==> src/rtl/counter_pkg.sv <==
// ---------------------------------------------------------------------------
// counter_pkg
//   Shared constants and helpers for the up/down modulo counter family.
//   MODE_WRAP / MODE_SAT  : values for the SAT_MODE parameter
//   clog2_min1(n)         : ceil(log2(n)), never less than 1, used to size
//                           the prescaler phase register
// ---------------------------------------------------------------------------
package counter_pkg;

    localparam int MODE_WRAP = 0;
    localparam int MODE_SAT  = 1;

    // Bits needed to hold 0..n-1, clamped to at least one bit so that a
    // degenerate divide-by-one still yields a legal vector declaration.
    function automatic int clog2_min1(input int n);
        int w;
        w = 0;
        for (int i = 0; i < 32; i++) begin
            if ((64'd1 << w) < 64'(n)) begin
                w = w + 1;
            end
        end
        return (w < 1) ? 1 : w;
    endfunction

endpackage

==> src/rtl/counter_prescaler.sv <==
// ---------------------------------------------------------------------------
// counter_prescaler
//   Divides the enable stream: produces one step for every PRESCALE cycles
//   in which en is high. Cycles with en low freeze the phase, so a gap in
//   enable delays the next step by exactly the length of the gap.
// Parameters
//   PRESCALE : enabled cycles per step, >= 1 (1 = step follows en directly)
// Ports
//   clk  in  clock, rising edge
//   rst  in  synchronous active-high reset, clears the phase
//   en   in  advance the phase this cycle
//   clr  in  synchronous clear of the phase (used by parallel load)
//   step out high in the enabled cycle that completes an interval
// ---------------------------------------------------------------------------
module counter_prescaler
    import counter_pkg::*;
#(
    parameter int PRESCALE = 1
) (
    input  logic clk,
    input  logic rst,
    input  logic en,
    input  logic clr,
    output logic step
);

    generate
        if (PRESCALE == 1) begin : g_bypass
            // No state needed: every enabled cycle is a step.
            logic w_unused;
            assign w_unused = &{1'b0, clk, rst, clr};
            assign step     = en;
        end else begin : g_div
            localparam int            PW   = clog2_min1(PRESCALE);
            localparam logic [PW-1:0] LAST = PW'(PRESCALE - 1);

            logic [PW-1:0] r_phase;
            logic          w_last;

            assign w_last = (r_phase == LAST);

            // Phase counts enabled cycles and rolls over when a step fires;
            // reset and clear discard any partial interval.
            always_ff @(posedge clk) begin
                if (rst || clr) begin
                    r_phase <= '0;
                end else if (en) begin
                    r_phase <= w_last ? '0 : r_phase + 1'b1;
                end
            end

            assign step = en & w_last;
        end
    endgenerate

endmodule

==> src/rtl/counter_updn_mod.sv <==
// ---------------------------------------------------------------------------
// counter_updn_mod
//   Parametrised up/down modulo counter with parallel load, wrap or
//   saturate behaviour at the range limits, an enable prescaler and a
//   registered terminal-count pulse.
// Parameters
//   WIDTH    : counter width in bits
//   MAX_VAL  : top of the count range (range is 0..MAX_VAL)
//   SAT_MODE : MODE_WRAP (0) wraps at the limits, MODE_SAT (1) holds
//   PRESCALE : enabled cycles per count step
//   RST_VAL  : count value after reset
// Ports
//   clk        in   clock, rising edge
//   rst        in   synchronous active-high reset
//   en         in   count enable, advances the prescaler
//   up         in   direction, 1 = up, 0 = down
//   load       in   synchronous parallel load (beats stepping)
//   load_val   in   value to load, clamped to MAX_VAL
//   count_out  out  registered count
//   tc         out  one-cycle pulse after a step taken at a limit
//   ovf_clr    in   clears ovf_sticky       (COUNTER_STICKY_OVF_EN only)
//   ovf_sticky out  latched limit event     (COUNTER_STICKY_OVF_EN only)
// Build option
//   COUNTER_STICKY_OVF_EN : adds the sticky overflow flag and its clear
// ---------------------------------------------------------------------------
module counter_updn_mod
    import counter_pkg::*;
#(
    parameter int WIDTH    = 4,
    parameter int MAX_VAL  = 2**WIDTH - 1,
    parameter int SAT_MODE = MODE_WRAP,
    parameter int PRESCALE = 1,
    parameter int RST_VAL  = 0
) (
    input  logic             clk,
    input  logic             rst,
    input  logic             en,
    input  logic             up,
    input  logic             load,
    input  logic [WIDTH-1:0] load_val,
    output logic [WIDTH-1:0] count_out,
    output logic             tc
`ifdef COUNTER_STICKY_OVF_EN
    ,
    input  logic             ovf_clr,
    output logic             ovf_sticky
`endif
);

    // Reject parameter sets that would make the range or reset value illegal.
    generate
        if (MAX_VAL < 1 || MAX_VAL > (2**WIDTH) - 1) begin : g_err_max
            $error("counter_updn_mod: MAX_VAL out of range 1..2**WIDTH-1");
        end
        if (PRESCALE < 1) begin : g_err_pre
            $error("counter_updn_mod: PRESCALE must be >= 1");
        end
        if (RST_VAL < 0 || RST_VAL > MAX_VAL) begin : g_err_rst
            $error("counter_updn_mod: RST_VAL must lie in 0..MAX_VAL");
        end
        if (SAT_MODE != MODE_WRAP && SAT_MODE != MODE_SAT) begin : g_err_mode
            $error("counter_updn_mod: SAT_MODE must be MODE_WRAP or MODE_SAT");
        end
    endgenerate

    localparam logic [WIDTH-1:0] MAX_W = WIDTH'(MAX_VAL);
    localparam logic [WIDTH-1:0] RST_W = WIDTH'(RST_VAL);
    localparam bit               SAT   = (SAT_MODE == MODE_SAT);

    logic [WIDTH-1:0] r_count;
    logic             r_tc;
    logic             w_step;
    logic             w_atLimit;
    logic             w_limitEvent;
    logic [WIDTH-1:0] w_next;
    logic [WIDTH-1:0] w_loadClamped;

    // A load restarts the prescale interval so the first step after a load
    // always comes a full interval later.
    counter_prescaler #(
        .PRESCALE (PRESCALE)
    ) u_prescaler (
        .clk  (clk),
        .rst  (rst),
        .en   (en),
        .clr  (load),
        .step (w_step)
    );

    // The limit depends on direction: MAX_VAL going up, zero going down.
    // At the limit the next value is the opposite end (wrap) or the same
    // value (saturate); otherwise a plain +/-1 that never leaves the range.
    always_comb begin
        w_atLimit = up ? (r_count == MAX_W) : (r_count == '0);
        w_next    = r_count;
        if (up) begin
            if (!w_atLimit) begin
                w_next = r_count + 1'b1;
            end else if (!SAT) begin
                w_next = '0;
            end
        end else begin
            if (!w_atLimit) begin
                w_next = r_count - 1'b1;
            end else if (!SAT) begin
                w_next = MAX_W;
            end
        end
        w_loadClamped = (load_val > MAX_W) ? MAX_W : load_val;
    end

    assign w_limitEvent = w_step & ~load & w_atLimit;

    // Count and terminal-count register: reset beats load beats step.
    always_ff @(posedge clk) begin
        if (rst) begin
            r_count <= RST_W;
            r_tc    <= 1'b0;
        end else if (load) begin
            r_count <= w_loadClamped;
            r_tc    <= 1'b0;
        end else if (w_step) begin
            r_count <= w_next;
            r_tc    <= w_atLimit;
        end else begin
            r_tc    <= 1'b0;
        end
    end

    assign count_out = r_count;
    assign tc        = r_tc;

`ifdef COUNTER_STICKY_OVF_EN
    logic r_ovfSticky;

    // Setting has priority over clearing so a limit event coinciding with
    // a clear is never lost.
    always_ff @(posedge clk) begin
        if (rst) begin
            r_ovfSticky <= 1'b0;
        end else if (w_limitEvent) begin
            r_ovfSticky <= 1'b1;
        end else if (ovf_clr) begin
            r_ovfSticky <= 1'b0;
        end
    end

    assign ovf_sticky = r_ovfSticky;
`else
    logic w_unusedLimit;
    assign w_unusedLimit = w_limitEvent;
`endif

endmodule

==> config.mk <==
export PLATFORM = sky130hd
export DESIGN_NAME = counter_updn_mod
export DESIGN_NICKNAME = d
export VERILOG_FILES = /design/src/rtl/counter_pkg.sv /design/src/rtl/counter_prescaler.sv /design/src/rtl/counter_updn_mod.sv
export SDC_FILE = /design/constraint.sdc
export NUM_CORES = 1
export LEC_CHECK = 0
export ABC_AREA = 0
export BUFFER_PORTS_ARGS = -buffer_cell sky130_fd_sc_hd__buf_2
export CAP_MARGIN = 20
export CORE_AREA = 2 2 39 41
export DETAILED_ROUTE_END_ITERATION = 16
export DIE_AREA = 0 0 41 43
export GPL_TIMING_DRIVEN = 0
export SLEW_MARGIN = 20
export SYNTH_ARGS = -nofsm -noshare
export SYNTH_HDL_FRONTEND = slang
export SYNTH_SLANG_ARGS = --single-unit
==> constraint.sdc <==
create_clock -name clk -period 3 [get_ports clk]
set_clock_uncertainty 0.1 [all_clocks]
set_input_delay 0.6 -clock clk [delete_from_list [all_inputs] [get_ports clk]]
set_output_delay 0.6 -clock clk [all_outputs]
set_load 0.01 [all_outputs]
==> qor.txt <==
========================================================================================================
Clock buffer count from CTS                                                                            3
Post-CTS setup-driven buffer insertion count                                                           0
Proportion of layout cells with a drive suffix above 1                                             0.286
Largest fanout on the critical path                                                                    7
Total non-filler cell area in the finished layout                                                469 µm²
Max capacitance violation total                                                                        0
Average wire per cell in the routed design                                                       10.8 µm
Final-report max-slew violation count                                                                  0
Peak ir drop on the vdd network                                                               0.000228 V
Multi-input gate area in the final layout                                                        239 µm²
Leakage                                                                                      0.000213 µW
Most common cell after layout, fill and taps aside                                                 buf_2
Number of design rule violations left after detail routing                                             0
Unique cell type count in the Yosys netlist                                                           21
Category of the worst setup path launch point                                                  flip-flop
Boundary pin count                                                                                    14
Global placer's final weighted congestion                                                          0.650
Design Power                                                                                      207 µW
Antenna violations before repair                                                                       0
DIE AREA                                                                                        1760 µm²
Final hold violations                                                                                  0
H-tree levels                                                                                          1
Non-Filler Instances                                                                                  79
Worst-case headroom to the max-slew limit                                                          0.835
Number of hold buffers added after CTS                                                                 0
Pwr/cell area                                                                                 441 nW/µm²
Reg2reg setup slack                                                                              1330 ps
Aggregate routed wire length                                                                      851 µm
Post-layout min period                                                                           1670 ps
Post-CTS clock slew at the launch and capture registers of the worst setup and hold paths          40 ps
Standard cell core area                                                                         1380 µm²
Status                                                                                      complete, no violations
Via count of the first global-routing pass                                                           353
Overall via count from detail_route                                                                  390
Final count of negative-setup-slack endpoints                                                          0
Register area                                                                                    100 µm²
Num Clock Sinks                                                                                        5
Pin count of the biggest net entering global routing                                                  10
Most used cells in the layout excluding fill and tap cells                                  buf_2 (13), a21oi_1 (8), inv_1 (5), dfxtp_1 (5), o21ai_0 (4)
Antenna diodes                                                                                         0
Syn_area_per_cell                                                                               7.72 µm²
Aggregate negative setup slack                                                                      0 ps
Number of placement rows                                                                              14
Overall overflow remaining after global route                                                          0
Drt first-iter violations                                                                              5
Routed vias/inst                                                                                    4.94
Count of yosys warnings during synthesis                                                               0
Overall global routing resource usage                                                              0.110
Clock tree from TritonCTS                                                                          built
First-pass GRT wire length                                                                       1320 µm
CTS root buffer                                                                                 clkbuf_4
Kind of critical path                                                                            reg2reg
Number of nets in the final layout                                                                    75
Clk Latency, worst-skew pair                                                                      230 ps
Number of fill cells in the layout                                                                   160
Crit. End Element                                                                              flip-flop
Post-Synthesis Cells                                                                                  47
Portion of the post-synthesis area used by sequential elements                                     0.276
Number of placed instances, taps included                                                             75
Arrival time reported for the critical path endpoint                                             1750 ps
Mapped Nets                                                                                           58
HPWL Detailed                                                                                     673 µm
Final critical-path share of the clock period                                                      0.558
Starting density of the core                                                                       0.262
Total of buffers placed on input and output ports                                                     12
Floorplan die height                                                                               43 µm
Number of optimization iterations in the first detailed-route pass                                     4
CTS-repair resized insts                                                                               0
Worst hold path type                                                                             reg2reg
Tightest Pin Transition                                                                           247 ps
Die outline width                                                                                  41 µm
Placed cell area                                                                                 443 µm²
Syn Std Cell Area                                                                                363 µm²
Clk buf depth                                                                                          2
Worst-case setup slack after placement                                                           1280 ps
Area Growth Syn to Fin                                                                             29.3%
Worst Slack Setup Final                                                                          1330 ps
Req. time, crit path                                                                             3080 ps
Max Freq                                                                                         598 MHz
Detail Route Antenna Nets                                                                              0
#FFs+latches synth                                                                                     5
RSZ-0062 raised after global routing                                                                  no
========================================================================================================
==> final timing paths <==
check | from | end | cells after the start
worst max register to register | count_out[0] | count_out[0] | 6
worst max-delay path | count_out[0] | count_out[0] | 6
worst min-delay path | count_out[2] | tc | 2
worst min register to register | count_out[2] | tc | 2
==> per-stage QoR <==
stage,util,hold slack (ps)
after floorplan,-,475
after global placement,0.320,491
after detailed placement,0.320,488
after CTS,0.339,503
after global routing,0.339,531
final,0.339,498
==> state kept, by name, summed over array words and instances (netlist names) <==
signal	count
count_out	4
tc	1
==> critical path, cell delays in order, from the launching register on <==
cell and delay (ps):
dfxtp_1 370, inv_1 130, ha_1 200, or3b_1 380
nand2b_4 150, a31oi_1 170, o21a_1 120
==> layer usage <==
layer | wire length (µm) | track usage
met1 | 404 | 0.121
met2 | 406 | 0.178
met3 | 39 | 0.0471
met4 | 0 | 0.0400
met5 | 0 | 0
==> where the power goes <==
group	switching [µW]	total, µW	internal, µW
clock network	24.9	75.0	50.1
registers	8.16	79.8	71.6
logic	26.7	52.1	25.4
==> final cells by class <==
cell class                 instances  share of cell area
timing repair buffer              12               0.128
buffer                             1              0.0107
tap                               16              0.0427
inverter                           5              0.0400
sequential                         5               0.213
clock buffer                       4              0.0560
multi-input combinational         36               0.509
==> cell families after synthesis <==
family / after synthesis / synth area share
compound gates: 19 / 0.310
xor+xnor: 1 / 0.0241
fa+ha+maj: 2 / 0.0690
buf+inv: 6 / 0.0655
flops: 5 / 0.276
mux: 1 / 0.0310
simple gates: 13 / 0.224
==> synthesized netlist by cell type <==
cell / number / share of area
a21oi_1: 8 / 0.11
dfxtp_1: 5 / 0.28
inv_1: 5 / 0.052
o21ai_0: 4 / 0.055
nand2_1: 3 / 0.031
a31oi_1: 2 / 0.034
ha_1: 2 / 0.069
nand4_1: 2 / 0.034
nor2_1: 2 / 0.021
o21a_1: 2 / 0.041
or3b_1: 2 / 0.048
buf_2: 1 / 0.014
mux2_2: 1 / 0.031
nand2b_1: 1 / 0.017
nand2b_4: 1 / 0.038
nor3_1: 1 / 0.014
nor3b_1: 1 / 0.021
o22ai_1: 1 / 0.017
o311a_1: 1 / 0.028
o32ai_1: 1 / 0.024
xnor2_1: 1 / 0.024
Note: power is estimated with default switching activity, not from simulation.
